`src/rtl/alu_seq_if.sv`:
```
// Operand/result handshake bundle between the operand stage, alu_seq and writeback.
// The master drives operands and accepts results; the slave is the ALU.
interface alu_seq_if #(
  parameter int unsigned WIDTH = 8
);
  logic             in_valid;
  logic             in_ready;
  logic [3:0]       op;
  logic [WIDTH-1:0] a;
  logic [WIDTH-1:0] b;
  logic             cin;
  logic             out_valid;
  logic             out_ready;
  logic [WIDTH-1:0] result;
  logic             zero;
  logic             carry;
  logic             overflow;

  modport master (
    output in_valid, op, a, b, cin, out_ready,
    input  in_ready, out_valid, result, zero, carry, overflow
  );

  modport slave (
    input  in_valid, op, a, b, cin, out_ready,
    output in_ready, out_valid, result, zero, carry, overflow
  );
endinterface

```
`src/rtl/alu_seq.sv`:
```
// Registered ALU with valid/ready handshakes, signed/unsigned compare and a
// WIDTH-cycle shift-add multiplier; one operation in flight at a time.
module alu_seq #(
  parameter int unsigned WIDTH = 8
) (
  input logic     clk,
  input logic     rst,
  alu_seq_if.slave bus
);
  localparam logic [3:0] OpAdd  = 4'd0;
  localparam logic [3:0] OpSub  = 4'd1;
  localparam logic [3:0] OpNot  = 4'd2;
  localparam logic [3:0] OpAnd  = 4'd3;
  localparam logic [3:0] OpOr   = 4'd4;
  localparam logic [3:0] OpXor  = 4'd5;
  localparam logic [3:0] OpSlt  = 4'd6;
  localparam logic [3:0] OpSltu = 4'd7;
  localparam logic [3:0] OpEq   = 4'd8;
  localparam logic [3:0] OpMul  = 4'd9;

  localparam int unsigned CntW = $clog2(WIDTH + 1);
  localparam logic [CntW-1:0]  LastCnt = CntW'(WIDTH - 1);
  localparam logic [WIDTH:0]   OneExt  = {{WIDTH{1'b0}}, 1'b1};
  localparam logic [WIDTH-1:0] Zeros   = '0;

  typedef enum logic [1:0] {StIdle, StBusy, StDone} state_e;

  state_e             state_q, state_d;
  logic [WIDTH-1:0]   result_q, result_d;
  logic               zero_q, zero_d;
  logic               carry_q, carry_d;
  logic               overflow_q, overflow_d;
  logic [2*WIDTH-1:0] acc_q, acc_d;
  logic [2*WIDTH-1:0] mcand_q, mcand_d;
  logic [WIDTH-1:0]   mplier_q, mplier_d;
  logic [CntW-1:0]    cnt_q, cnt_d;

  logic [WIDTH-1:0]   alu_res;
  logic               alu_carry;
  logic               alu_ovf;
  logic [WIDTH:0]     sum_ext;

  // Single-cycle ops, evaluated on the operands presented at accept.
  always_comb begin
    alu_res   = '0;
    alu_carry = 1'b0;
    alu_ovf   = 1'b0;
    sum_ext   = '0;
    case (bus.op)
      OpAdd: begin
        sum_ext   = {1'b0, bus.a} + {1'b0, bus.b} + {{WIDTH{1'b0}}, bus.cin};
        alu_res   = sum_ext[WIDTH-1:0];
        alu_carry = sum_ext[WIDTH];
        alu_ovf   = (bus.a[WIDTH-1] == bus.b[WIDTH-1]) && (alu_res[WIDTH-1] != bus.a[WIDTH-1]);
      end
      OpSub: begin
        sum_ext   = {1'b0, bus.a} + {1'b0, ~bus.b} + OneExt;
        alu_res   = sum_ext[WIDTH-1:0];
        alu_carry = sum_ext[WIDTH];
        alu_ovf   = (bus.a[WIDTH-1] != bus.b[WIDTH-1]) && (alu_res[WIDTH-1] != bus.a[WIDTH-1]);
      end
      OpNot:  alu_res = ~bus.a;
      OpAnd:  alu_res = bus.a & bus.b;
      OpOr:   alu_res = bus.a | bus.b;
      OpXor:  alu_res = bus.a ^ bus.b;
      OpSlt:  alu_res = {{(WIDTH-1){1'b0}}, ($signed(bus.a) < $signed(bus.b))};
      OpSltu: alu_res = {{(WIDTH-1){1'b0}}, (bus.a < bus.b)};
      OpEq:   alu_res = {{(WIDTH-1){1'b0}}, (bus.a == bus.b)};
      default: alu_res = '0;
    endcase
  end

  always_comb begin
    state_d    = state_q;
    result_d   = result_q;
    zero_d     = zero_q;
    carry_d    = carry_q;
    overflow_d = overflow_q;
    acc_d      = acc_q;
    mcand_d    = mcand_q;
    mplier_d   = mplier_q;
    cnt_d      = cnt_q;
    unique case (state_q)
      StIdle: begin
        if (bus.in_valid) begin
          if (bus.op == OpMul) begin
            acc_d    = '0;
            mcand_d  = {Zeros, bus.a};
            mplier_d = bus.b;
            cnt_d    = '0;
            state_d  = StBusy;
          end else begin
            result_d   = alu_res;
            zero_d     = (alu_res == Zeros);
            carry_d    = alu_carry;
            overflow_d = alu_ovf;
            state_d    = StDone;
          end
        end
      end
      StBusy: begin
        // One partial product per cycle, multiplier LSB first.
        acc_d    = acc_q + (mplier_q[0] ? mcand_q : '0);
        mcand_d  = mcand_q << 1;
        mplier_d = mplier_q >> 1;
        cnt_d    = cnt_q + 1'b1;
        if (cnt_q == LastCnt) begin
          result_d   = acc_d[WIDTH-1:0];
          zero_d     = (acc_d[WIDTH-1:0] == Zeros);
          carry_d    = |acc_d[2*WIDTH-1:WIDTH];
          overflow_d = 1'b0;
          state_d    = StDone;
        end
      end
      StDone: begin
        if (bus.out_ready) state_d = StIdle;
      end
      default: state_d = StIdle;
    endcase
  end

  always_ff @(posedge clk) begin
    if (rst) begin
      state_q    <= StIdle;
      result_q   <= '0;
      zero_q     <= 1'b0;
      carry_q    <= 1'b0;
      overflow_q <= 1'b0;
      acc_q      <= '0;
      mcand_q    <= '0;
      mplier_q   <= '0;
      cnt_q      <= '0;
    end else begin
      state_q    <= state_d;
      result_q   <= result_d;
      zero_q     <= zero_d;
      carry_q    <= carry_d;
      overflow_q <= overflow_d;
      acc_q      <= acc_d;
      mcand_q    <= mcand_d;
      mplier_q   <= mplier_d;
      cnt_q      <= cnt_d;
    end
  end

  assign bus.in_ready  = (state_q == StIdle);
  assign bus.out_valid = (state_q == StDone);
  assign bus.result    = result_q;
  assign bus.zero      = zero_q;
  assign bus.carry     = carry_q;
  assign bus.overflow  = overflow_q;
endmodule

```
`src/flat_wrapper.sv`:
```
// flat-port wrapper written by rule: the top's interface ports become plain ports
module alu_seq_flat 
#(
  parameter int unsigned WIDTH = 8
)
  (clk, rst, bus_in_valid, bus_op, bus_a, bus_b, bus_cin, bus_out_ready, bus_in_ready, bus_out_valid, bus_result, bus_zero, bus_carry, bus_overflow);
  alu_seq_if #(.WIDTH(WIDTH)) bus_i ();
  input logic clk;
  input logic rst;
  input wire logic [$bits(bus_i.in_valid)-1:0] bus_in_valid;
  input wire logic [$bits(bus_i.op)-1:0] bus_op;
  input wire logic [$bits(bus_i.a)-1:0] bus_a;
  input wire logic [$bits(bus_i.b)-1:0] bus_b;
  input wire logic [$bits(bus_i.cin)-1:0] bus_cin;
  input wire logic [$bits(bus_i.out_ready)-1:0] bus_out_ready;
  output wire logic [$bits(bus_i.in_ready)-1:0] bus_in_ready;
  output wire logic [$bits(bus_i.out_valid)-1:0] bus_out_valid;
  output wire logic [$bits(bus_i.result)-1:0] bus_result;
  output wire logic [$bits(bus_i.zero)-1:0] bus_zero;
  output wire logic [$bits(bus_i.carry)-1:0] bus_carry;
  output wire logic [$bits(bus_i.overflow)-1:0] bus_overflow;
  assign bus_i.in_valid = bus_in_valid;
  assign bus_i.op = bus_op;
  assign bus_i.a = bus_a;
  assign bus_i.b = bus_b;
  assign bus_i.cin = bus_cin;
  assign bus_i.out_ready = bus_out_ready;
  assign bus_in_ready = bus_i.in_ready;
  assign bus_out_valid = bus_i.out_valid;
  assign bus_result = bus_i.result;
  assign bus_zero = bus_i.zero;
  assign bus_carry = bus_i.carry;
  assign bus_overflow = bus_i.overflow;
  alu_seq #(.WIDTH(WIDTH)) u_core (.clk(clk), .rst(rst), .bus(bus_i));
endmodule
```
`config.mk`:
```
export PLATFORM = sky130hd
export DESIGN_NAME = alu_seq_flat
export DESIGN_NICKNAME = d
export VERILOG_FILES = /design/src/rtl/alu_seq_if.sv /design/src/rtl/alu_seq.sv /design/src/flat_wrapper.sv
export SDC_FILE = /design/constraint.sdc
export NUM_CORES = 1
export LEC_CHECK = 0
export BUFFER_PORTS_ARGS = -buffer_cell sky130_fd_sc_hd__buf_2
export CAP_MARGIN = 25
export CORE_MARGIN = 1.5
export CORE_UTILIZATION = 50
export CTS_CLUSTER_DIAMETER = 40
export DETAILED_ROUTE_END_ITERATION = 6
export PLACE_DENSITY = 0.72
export SLEW_MARGIN = 20
export SYNTH_ARGS = -nofsm -noshare
export SYNTH_HDL_FRONTEND = slang
export SYNTH_SLANG_ARGS = --single-unit
```
`constraint.sdc`:
```
create_clock -name clk -period 3.36 [get_ports clk]
set_input_delay 0.168 -clock clk [delete_from_list [all_inputs] [get_ports clk]]
set_output_delay 0.168 -clock clk [all_outputs]
set_load 0.05 [all_outputs]
```
==> results.md, run 1 <==
* CTS Buf Count at 9
* Synthesis-to-finish area growth at 9.59%
* Num ports at 38
* F_max at approximately 350 MHz
* GRT met1 Usage at ~33%
* Row count at 34
* Leakage at roughly 2.1 nW
* Placed Area at around 4700 um2
* Clock root cell: clkbuf_8
* Syn Area/Cell at 7.70 um2
* DIE WIDTH at between 90 and 100 um
* Gate Count Post-Synth at 589
* Mapped Area at ~4500 um2
* Adder-cell share of the synthesized area at roughly an eighth
* Antenna violations before repair at 0
* Cts repair resizes at 0
* Setup TNS at 0 ns
* Routability Congestion at roughly 1
* Number of synthesized flops with an enable pin at 0
* Worst skew pair latency at about 0.35 ns
* CTS H-Tree Depth at 3
* Finish-stage setup viols at 0
* Mux contribution to synthesized area at 0.689%
* Count of state elements after synthesis at 57
* Via count at ~4400
* Layout Cells excl Fill at 720
* Max cap viols at 0
* Gr ovfl total at 0
* Core area at between 8000 and 9000 um2
* Final wirelength at roughly 12000 um
* VDD IR max at roughly 0.00023 V
* Distinct cells, synth at 71
* Final slew viol count at 0
* Total Nets Final at approximately 680
* Most Crowded Layer GR: met2
* Residual DRC count at 0
* WL/cell at about 17 um
* Hold buffers post-CTS at 0
* GR Util met2 at between 40% and 50%
* Global-route wire length before repair at 20100 um
* Post-Synth XOR/XNOR Area at between 3 and 4%
* I/O Buffers at 37
* Routed Antenna Nets at 0
* DIE HEIGHT at about 98 um
* Ys async rst share at 0%
* DIE AREA at 9660 um2
* Crit. End Element: flop
* Initial DRT Pass Iterations at 5
* Vias in the first global route at 4121
* Tot GR Track Use at 25.6%
* Status: completed
* Placed cell count at roughly 700
* Clock transition at path regs at about 0.070 ns
* Met3 usage at 5.87%
* Syn_nets at about 660
* DR vias/cell at about 6
* Initial Util at 51.8%
* Share of cells above drive strength 1 at 13.9%
* Simple-Gate Fraction of Synth Area at between 20 and 25%
* Design Area, Final at just under 5000 um2
* Synth Flop Type: dfxtp_1
* Design Power at 0.00181 W
* Largest family of logic cells by synthesized area: compound AO/OA/AOI/OAI gates
* CTS Buffer Depth at 2
* FF/Latch Area at between 1000 and 1500 um2
* Yosys warning total at 0
* # clock sinks at 57
* Worst Hold Class: in -> reg
* Seq/Total Area, Yosys at about a quarter
* Final hold vios at 0
* Largest net degree at the start of global routing at 36
* RSZ-0062 raised after global routing: false
* Postcts setup bufs at 0
* Clock Skew at 0.0108 ns
* Slew @ Worst Pin at around 0.92 ns
* Crit Path Max Fanout at 17
* Crit path DAT at between 3 and 4 ns
* Number of diodes at 0
* TritonCTS clock tree: built
* Compound-Gate Fraction of Synth Area at around 29%
* Critical Path RT at approximately 3.6 ns
* Filler Cell Count at 817
* Pwr dens at 364 nW/um2
* Violation count after the first detailed-route iteration at about 290
* Setup CP Type: reg -> reg
* Tcrit/Tclk final at 86.2%
* Area of the multi-input gates at a little over 3000 um2
* Min Clock Period, post-route at 2.90 ns
* Dpl hpwl at around 9000 um
* CP startpoint kind: flop
* Slew margin rel. at between 30% and 40%
## state kept, by name (all words and copies together), names as in the netlist
| name | count |
|---|---|
| u_core.cnt_q | 4 |
| u_core.mplier_q | 8 |
| u_core.mcand_q | 16 |
| u_core.bus.carry | 1 |
| u_core.acc_q | 16 |
| u_core.state_q | 2 |
| u_core.bus.result | 8 |
| u_core.bus.overflow | 1 |
| u_core.bus.zero | 1 |
## metrics by stage
stage | util, % | setup WS (ns) | hold WS (ns)
2_1_floorplan | - | 0.783 | 0.330
3_3_place_gp | 54.2 | 0.576 | 0.432
3_5_place_dp | 54.2 | 0.499 | 0.445
4_1_cts | 56.8 | 0.453 | 0.0931
5_1_grt | 56.8 | 0.259 | 0.0966
6_report | 56.8 | 0.464 | 0.0996
## critical path: stages, from the launching register on
cell and delay (ns):
dfxtp_1 0.44, and2_1 0.21, ha_1 0.21, fa_1 0.40
a21o_1 0.21, a2111oi_4 0.35, o21a_2 0.22, o21ai_2 0.09
a41oi_2 0.20, xnor2_1 0.11, nor3_1 0.19, a41oi_1 0.13
## Yosys cell counts, types with 12 or more instances
library cell / instances / area share [%]
clkbuf_1: 25 / 2.1
o21ai_0: 28 / 3.1
dfxtp_1: 57 / 25
a22oi_1: 26 / 4.3
and2_1: 17 / 2.3
ha_1: 40 / 11
nor2_1: 65 / 5.4
nand3_1: 12 / 1.3
nor3_1: 16 / 1.8
a21oi_1: 50 / 5.5
xnor2_1: 12 / 2.3
nand2_1: 57 / 4.7
inv_1: 35 / 2.9
## report_power, final
part           total [W]  switching [W]  internal [W]
combinational   0.000372       0.000249      0.000123
clock           0.000738       0.000315      0.000423
sequential      0.000702      0.0000111      0.000691
## cells in the final DEF (no fill, tap or decap), types with 17 or more instances in the layout
cell type / instances
a21oi_1: 50
ha_1: 40
inv_1: 35
and2_1: 17
a22oi_1: 26
buf_2: 37
dfxtp_1: 57
nand2_1: 57
nor2_1: 64
o21ai_0: 28
## cell families (layout without fill, tap and decap cells)
| logic type | Yosys count | in the layout |
|---|---|---|
| fa+ha+maj | 44 | 44 |
| mux | 3 | 3 |
| simple gates | 209 | 209 |
| buf+inv | 73 | 96 |
| xor+xnor | 16 | 16 |
| flops | 57 | 57 |
| compound gates | 187 | 187 |
## path summary, 6_finish.rpt
kind	from	to	slack [ns]	cells past startpoint
worst max-delay path	u_core.mplier_q[0]	u_core.bus.carry	0.46	11
worst max register to register	u_core.mplier_q[0]	u_core.bus.carry	0.46	11
worst min register to register	u_core.bus.result[3]	u_core.bus.result[3]	0.45	2
worst min-delay path	bus_out_ready	u_core.state_q[1]	0.1	3
## area by class of cell
type                       instances  share of cell area [%]
clock inverter                     7                    2.06
sequential                        57                    22.9
multi-input combinational        459                    62.2
inverter                          35                    2.64
clock buffer                       9                    2.49
tap                              108                    2.72
timing repair buffer              45                    4.93
## layer usage
metal  wire length (um)  up-vias
li1                   -     2155
met1               5400     2014
met2               5600      157
met3                872       31
met4                348        0
met5                  0        -
No activity file was read; power rests on OpenSTA's default activity.
==> run 2: changes to the inputs <==
--- a/config.mk
+++ b/config.mk
@@ -7,11 +7,14 @@
 export LEC_CHECK = 0
 export BUFFER_PORTS_ARGS = -buffer_cell sky130_fd_sc_hd__buf_2
 export CAP_MARGIN = 25
+export CELL_PAD_IN_SITES_DETAIL_PLACEMENT = 0
+export CELL_PAD_IN_SITES_GLOBAL_PLACEMENT = 1
 export CORE_MARGIN = 1.5
-export CORE_UTILIZATION = 50
+export CORE_UTILIZATION = 45
 export CTS_CLUSTER_DIAMETER = 40
 export DETAILED_ROUTE_END_ITERATION = 6
-export PLACE_DENSITY = 0.72
+export MAX_ROUTING_LAYER = met4
+export PLACE_DENSITY = 0.84
 export SLEW_MARGIN = 20
 export SYNTH_ARGS = -nofsm -noshare
 export SYNTH_HDL_FRONTEND = slang
==> results.md, run 2 (same netlist as run 1, synthesis figures left out) <==
* TritonCTS clock tree: built (unchanged)
* Row count at 36 (was 34)
* Crit path DAT at 3.15 ns (was 3.11 ns)
* RSZ-0062 raised after global routing: false (unchanged)
* Cts repair resizes at 0 (unchanged)
* Num ports at 38 (unchanged)
* Most frequent cells in the layout: nor2_1 (64), nand2_1 (57), dfxtp_1 (57), a21oi_1 (50), ha_1 (40) (unchanged)
* Crit path cell chain: and2_1, ha_1, fa_1, a21o_1, a2111oi_4, o21a_2, o21ai_2, a41oi_2, xnor2_1, nor3_1, a41oi_1 (unchanged)
* DIE AREA at 10700 um2 (was 9660 um2)
* Clock Skew at 0.00880 ns (was 0.0108 ns)
* Hold path start: bus_out_ready (unchanged)
* Slew @ Worst Pin at 0.914 ns (was 0.923 ns)
* Buffer and inverter count on the worst path at 0 (unchanged)
* VDD IR max at 0.000139 V (was 0.000230 V)
* Hold Crit Depth at 3 (unchanged)
* Total Nets Final at 675 (was 676)
* Slowest-stage cell, CP: dfxtp_1 (unchanged)
* CP startpoint kind: flop (unchanged)
* Layout Cells excl Fill at 743 (was 720)
* DR vias/cell at 5.85 (was 6.05)
* Worst r2r src: u_core.mplier_q[0] (unchanged)
* CTS H-Tree Depth at 3 (unchanged)
* Share of cells above drive strength 1 at 13.4% (was 13.9%)
* CTS Buffer Depth at 2 (unchanged)
* Slew margin rel. at 39.1% (was 38.5%)
* Crit Path Max Fanout at 17 (unchanged)
* Status: completed (unchanged)
* Tcrit/Tclk final at 87.6% (was 86.2%)
* WHS Endpoint: u_core.state_q[1] (unchanged)
* Top Registers: u_core.acc_q: 16 flops, u_core.mcand_q: 16 flops (unchanged)
* Routability Congestion at 0.932 (was 0.986)
* Max cap viols at 0 (unchanged)
* Top Family by Delay on Critical Path: compound AO/OA/AOI/OAI gates (unchanged)
* Crit. End Element: flop (unchanged)
* DIE WIDTH at 103 um (was 98.3 um)
* Final slew viol count at 0 (unchanged)
* Worst skew pair latency at 0.34 ns (was 0.35 ns)
* R2R cell count at 11 (unchanged)
* Residual DRC count at 0 (unchanged)
* Final wirelength at 12400 um (was 12200 um)
* Worst Hold Class: in -> reg (unchanged)
* Clock root cell: clkbuf_8 (unchanged)
* Vias in the first global route at 4083 (was 4121)
* Via count at 4344 (was 4357)
* # clock sinks at 57 (unchanged)
* WL/cell at 16.7 um (was 17.0 um)
* Internal reg-to-reg setup slack at 0.42 ns (was 0.46 ns)
* Critical Path RT at 3.57 ns (about the same)
* Gr ovfl total at 0 (unchanged)
* Number of diodes at 0 (unchanged)
* Finish-stage setup viols at 0 (unchanged)
* Worst R2R End: u_core.bus.carry (unchanged)
* Pwr dens at 346 nW/um2 (was 364 nW/um2)
* Setup CP Type: reg -> reg (unchanged)
* Tot GR Track Use at 24.9% (was 25.6%)
* Slowest stage delay, CP at 0.43 ns (was 0.44 ns)
* Initial Util at 46.4% (was 51.8%)
* DIE HEIGHT at 103 um (was 98.3 um)
* Initial DRT Pass Iterations at 5 (unchanged)
* Violation count after the first detailed-route iteration at 240 (was 288)
* Core area at 9770 um2 (was 8760 um2)
* Largest net degree at the start of global routing at 58 (was 36)
* Leakage at 2.10 nW (was 2.11 nW)
* Min Clock Period, post-route at 2.94 ns (was 2.90 ns)
* CTS Buf Count at 9 (unchanged)
* Placed cell count at 727 (was 704)
* Synthesis-to-finish area growth at 9.70% (was 9.59%)
* Postcts setup bufs at 0 (unchanged)
* Clock transition at path regs at 0.07 ns (about the same)
* Dpl hpwl at 9230 um (was 9110 um)
* Antenna violations before repair at 0 (unchanged)
* Commonest non-fill, non-tap cell in the layout: nor2_1 (unchanged)
* Setup TNS at 0 ns (unchanged)
* I/O Buffers at 37 (unchanged)
* Final hold vios at 0 (unchanged)
* Global-route wire length before repair at 19900 um (was 20100 um)
* F_max at 340 MHz (was 345 MHz)
* Hold buffers post-CTS at 0 (unchanged)
* Routed Antenna Nets at 0 (unchanged)
[run 2: layout make-up]
type	count	area, um2
clock inverters	3	40.0
fillers	953	4800
flip-flops and latches	57	1140
repair buffers	44	250
well taps	133	166
clock buffers	12	155
inverters	35	131
multi-input cells	459	3090
[run 2: metal layers]
metal / up-vias / global-route usage, % / part of all wire, %
met5: - / - / 0
met4: 0 / 8.63 / 2.3
met3: 24 / 3.23 / 4.5
met2: 132 / 39.9 / 47
met1: 2034 / 32.2 / 46
li1: 2154 / - / -
[run 2: metrics by stage]
step	utilization [%]	hold WS (ns)	total power, W	area (um2)	setup WS [ns]
2_1_floorplan	-	0.330	0.000982	4540	0.783
3_3_place_gp	48.7	0.432	0.00108	4760	0.568
3_5_place_dp	48.7	0.443	0.00108	4760	0.463
4_1_cts	50.7	0.0775	0.00174	4960	0.410
5_1_grt	50.9	0.118	0.00180	4980	0.233
6_report	50.9	0.0934	0.00172	4980	0.417
[run 2: power breakdown]
group	switching [W]	internal, W	total [W]
clock network	0.000273	0.000376	0.000650
logic	0.000242	0.000124	0.000366
registers	0.0000167	0.000692	0.000708
total	0.000532	0.00119	0.00172
[run 2: how the worst max path moves through the flow]
stage | from | end | slack (ns) | depth (start not counted)
final | u_core.mplier_q[0] | u_core.bus.carry | 0.42 | 11
after global routing | u_core.mplier_q[0] | u_core.bus.carry | 0.23 | 11
after CTS | u_core.mplier_q[0] | u_core.bus.carry | 0.41 | 11
after detailed placement | u_core.mplier_q[0] | u_core.bus.carry | 0.46 | 11
after global placement | u_core.mplier_q[0] | u_core.bus.carry | 0.57 | 11
after floorplan | u_core.mplier_q[0] | u_core.bus.carry | 0.78 | 11
[run 2: worst min-delay path: stages]
cell and delay, ns:
buf_2 0.07, nand2b_1 0.08, a21oi_1 0.06
==> run 3: changes to the inputs <==
--- a/config.mk
+++ b/config.mk
@@ -15,6 +15,7 @@
 export DETAILED_ROUTE_END_ITERATION = 6
 export MAX_ROUTING_LAYER = met4
 export PLACE_DENSITY = 0.84
+export RECOVER_POWER = 50
 export SLEW_MARGIN = 20
 export SYNTH_ARGS = -nofsm -noshare
 export SYNTH_HDL_FRONTEND = slang
==> results.md, run 3 (same netlist as run 1, synthesis figures left out) <==
* Crit. End Element: flop (unchanged)
* Core area at 9770 um2 (unchanged)
* Slew @ Worst Pin at 1.32 ns (was 0.914 ns)
* Initial Util at 46.4% (unchanged)
* Internal power at 0.00119 W (about the same)
* Final slew viol count at 0 (unchanged)
* Vias in the first global route at 4083 (unchanged)
* Sw Share at 31.0% (was 30.8%)
* Critical Path RT at 3.57 ns (about the same)
* DR vias/cell at 5.82 (was 5.85)
* Crit Path Max Fanout at 17 (unchanged)
* Hold buffers post-CTS at 0 (unchanged)
* Synthesis-to-finish area growth at 9.04% (was 9.70%)
* Setup CP Type: reg -> reg (unchanged)
* RSZ-0062 raised after global routing: false (unchanged)
* Placed cell count at 727 (unchanged)
* Final wirelength at 12400 um (about the same)
* DIE HEIGHT at 103 um (unchanged)
* WL/cell at 16.7 um (about the same)
* Tot GR Track Use at 24.9% (unchanged)
* Worst Hold Class: in -> reg (unchanged)
* CTS Buffer Depth at 2 (unchanged)
* Cts repair resizes at 0 (unchanged)
* Tcrit/Tclk final at 87.5% (was 87.6%)
* Crit path DAT at 3.15 ns (about the same)
* Internal reg-to-reg setup slack at 0.42 ns (about the same)
* Via count at 4321 (was 4344)
* DIE AREA at 10700 um2 (unchanged)
* Setup TNS at 0 ns (unchanged)
* Share of total power in the clock network at 37.9% (was 37.7%)
* Slew margin rel. at 11.7% (was 39.1%)
* Clock transition at path regs at 0.07 ns (about the same)
* Antenna violations before repair at 0 (unchanged)
* Clock Skew at 0.00967 ns (was 0.00880 ns)
* F_max at 340 MHz (about the same)
* VDD IR max at 0.000140 V (was 0.000139 V)
* Clock root cell: clkbuf_8 (unchanged)
* Num ports at 38 (unchanged)
* Share of cells above drive strength 1 at 10.8% (was 13.4%)
* Max cap viols at 0 (unchanged)
* Most frequent cells in the layout: nor2_1 (64), nand2_1 (57), dfxtp_1 (57), a21oi_1 (50), ha_1 (40) (unchanged)
* Global-route wire length before repair at 19900 um (unchanged)
* Gr ovfl total at 0 (unchanged)
* Postcts setup bufs at 0 (unchanged)
* Design Power at 0.00172 W (about the same)
* Worst setup margin at 0.422 ns (was 0.417 ns)
* Routability Congestion at 0.932 (unchanged)
* Sequential power share at 41.1% (about the same)
* Finish-stage setup viols at 0 (unchanged)
* Row count at 36 (unchanged)
* Dpl hpwl at 9230 um (unchanged)
* Top Registers: u_core.acc_q: 16 flops, u_core.mcand_q: 16 flops (unchanged)
* Crit path cell chain: and2_1, ha_1, fa_1, a21o_1, a2111oi_4, o21a_2, o21ai_2, a41oi_2, xnor2_1, nor3_1, a41oi_1 (unchanged)
* CTS H-Tree Depth at 3 (unchanged)
* Min Clock Period, post-route at 2.94 ns (about the same)
* Total Nets Final at 675 (unchanged)
* Largest net degree at the start of global routing at 58 (unchanged)
* Routed Antenna Nets at 0 (unchanged)
* TritonCTS clock tree: built (unchanged)
* Slowest stage delay, CP at 0.43 ns (about the same)
* Slowest-stage cell, CP: dfxtp_1 (unchanged)
* Worst slack, placed at 0.463 ns (unchanged)
* Worst skew pair latency at 0.35 ns (was 0.34 ns)
* Net Sw Power at 0.000534 W (was 0.000532 W)
* DIE WIDTH at 103 um (unchanged)
* Layout Cells excl Fill at 743 (unchanged)
* # clock sinks at 57 (unchanged)
* Final hold vios at 0 (unchanged)
* Filler Cell Count at 965 (was 953)
* Combinational Power Share at 21.0% (was 21.2%)
* Violation count after the first detailed-route iteration at 270 (was 240)
* I/O Buffers at 37 (unchanged)
* Residual DRC count at 0 (unchanged)
* CTS Buf Count at 9 (unchanged)
* Number of diodes at 0 (unchanged)
* Pwr dens at 348 nW/um2 (was 346 nW/um2)
* Status: completed (unchanged)
* Tightest hold margin at 0.0919 ns (was 0.0934 ns)
* Leakage at 2.04 nW (was 2.10 nW)
* Commonest non-fill, non-tap cell in the layout: nor2_1 (unchanged)
* Initial DRT Pass Iterations at 4 (was 5)
* CP startpoint kind: flop (unchanged)
## run 3: cell count changes in the layout (fill, tap and decap cells not counted), sizes merged
cell,before,now
clkbuf,12,27
buf,44,29
## run 3: through the flow
step	util (%)	area [um2]
global placement	48.7	4760
detailed placement	48.7	4760
floorplan	-	4540
finish	50.6	4950
CTS	50.7	4960
global route	50.6	4950
## run 3: layer usage
| metal | up-vias | share of wire [%] | GRT usage [%] |
|---|---|---|---|
| met5 | - | 0 | - |
| met4 | 0 | 2.4 | 8.63 |
| met3 | 20 | 4.2 | 3.23 |
| met2 | 127 | 47 | 39.9 |
| met1 | 2025 | 46 | 32.2 |
| li1 | 2149 | - | - |
## run 3: critical path, delay by kind of cell, from the launching register on
family / cells / cell delay [ns]
compound gates: 6 / 1.22
simple gates: 2 / 0.42
fa+ha+maj: 2 / 0.62
flops: 1 / 0.43
xor+xnor: 1 / 0.11
## run 3: area by class of cell
| class | instances | area [um2] | share of cell area, % |
|---|---|---|---|
| Clock buffer | 12 | 155 | 3.14 |
| Sequential cell | 57 | 1140 | 23.1 |
| Timing Repair Buffer | 44 | 226 | 4.58 |
| Tap cell | 133 | 166 | 3.36 |
| Multi-Input combinational cell | 459 | 3090 | 62.4 |
| Clock inverter | 3 | 40.0 | 0.809 |
| Inverter | 35 | 131 | 2.65 |
## run 3: final timing paths
check,start,to,depth (start not counted)
hold / removal,bus_out_ready,u_core.state_q[1],3
hold reg to reg,u_core.bus.result[0],u_core.bus.result[0],2
setup / recovery,u_core.mplier_q[0],u_core.bus.carry,11
setup reg to reg,u_core.mplier_q[0],u_core.bus.carry,11
## run 3: power by group through the flow
stage | combinational [W] | sequential [W] | clock (W)
6_report | 0.000362 | 0.000709 | 0.000652
5_1_grt | 0.000394 | 0.000711 | 0.000688
4_1_cts | 0.000360 | 0.000709 | 0.000668
3_5_place_dp | 0.000358 | 0.000723 | 0
3_3_place_gp | 0.000355 | 0.000723 | 0
2_1_floorplan | 0.000238 | 0.000744 | 0
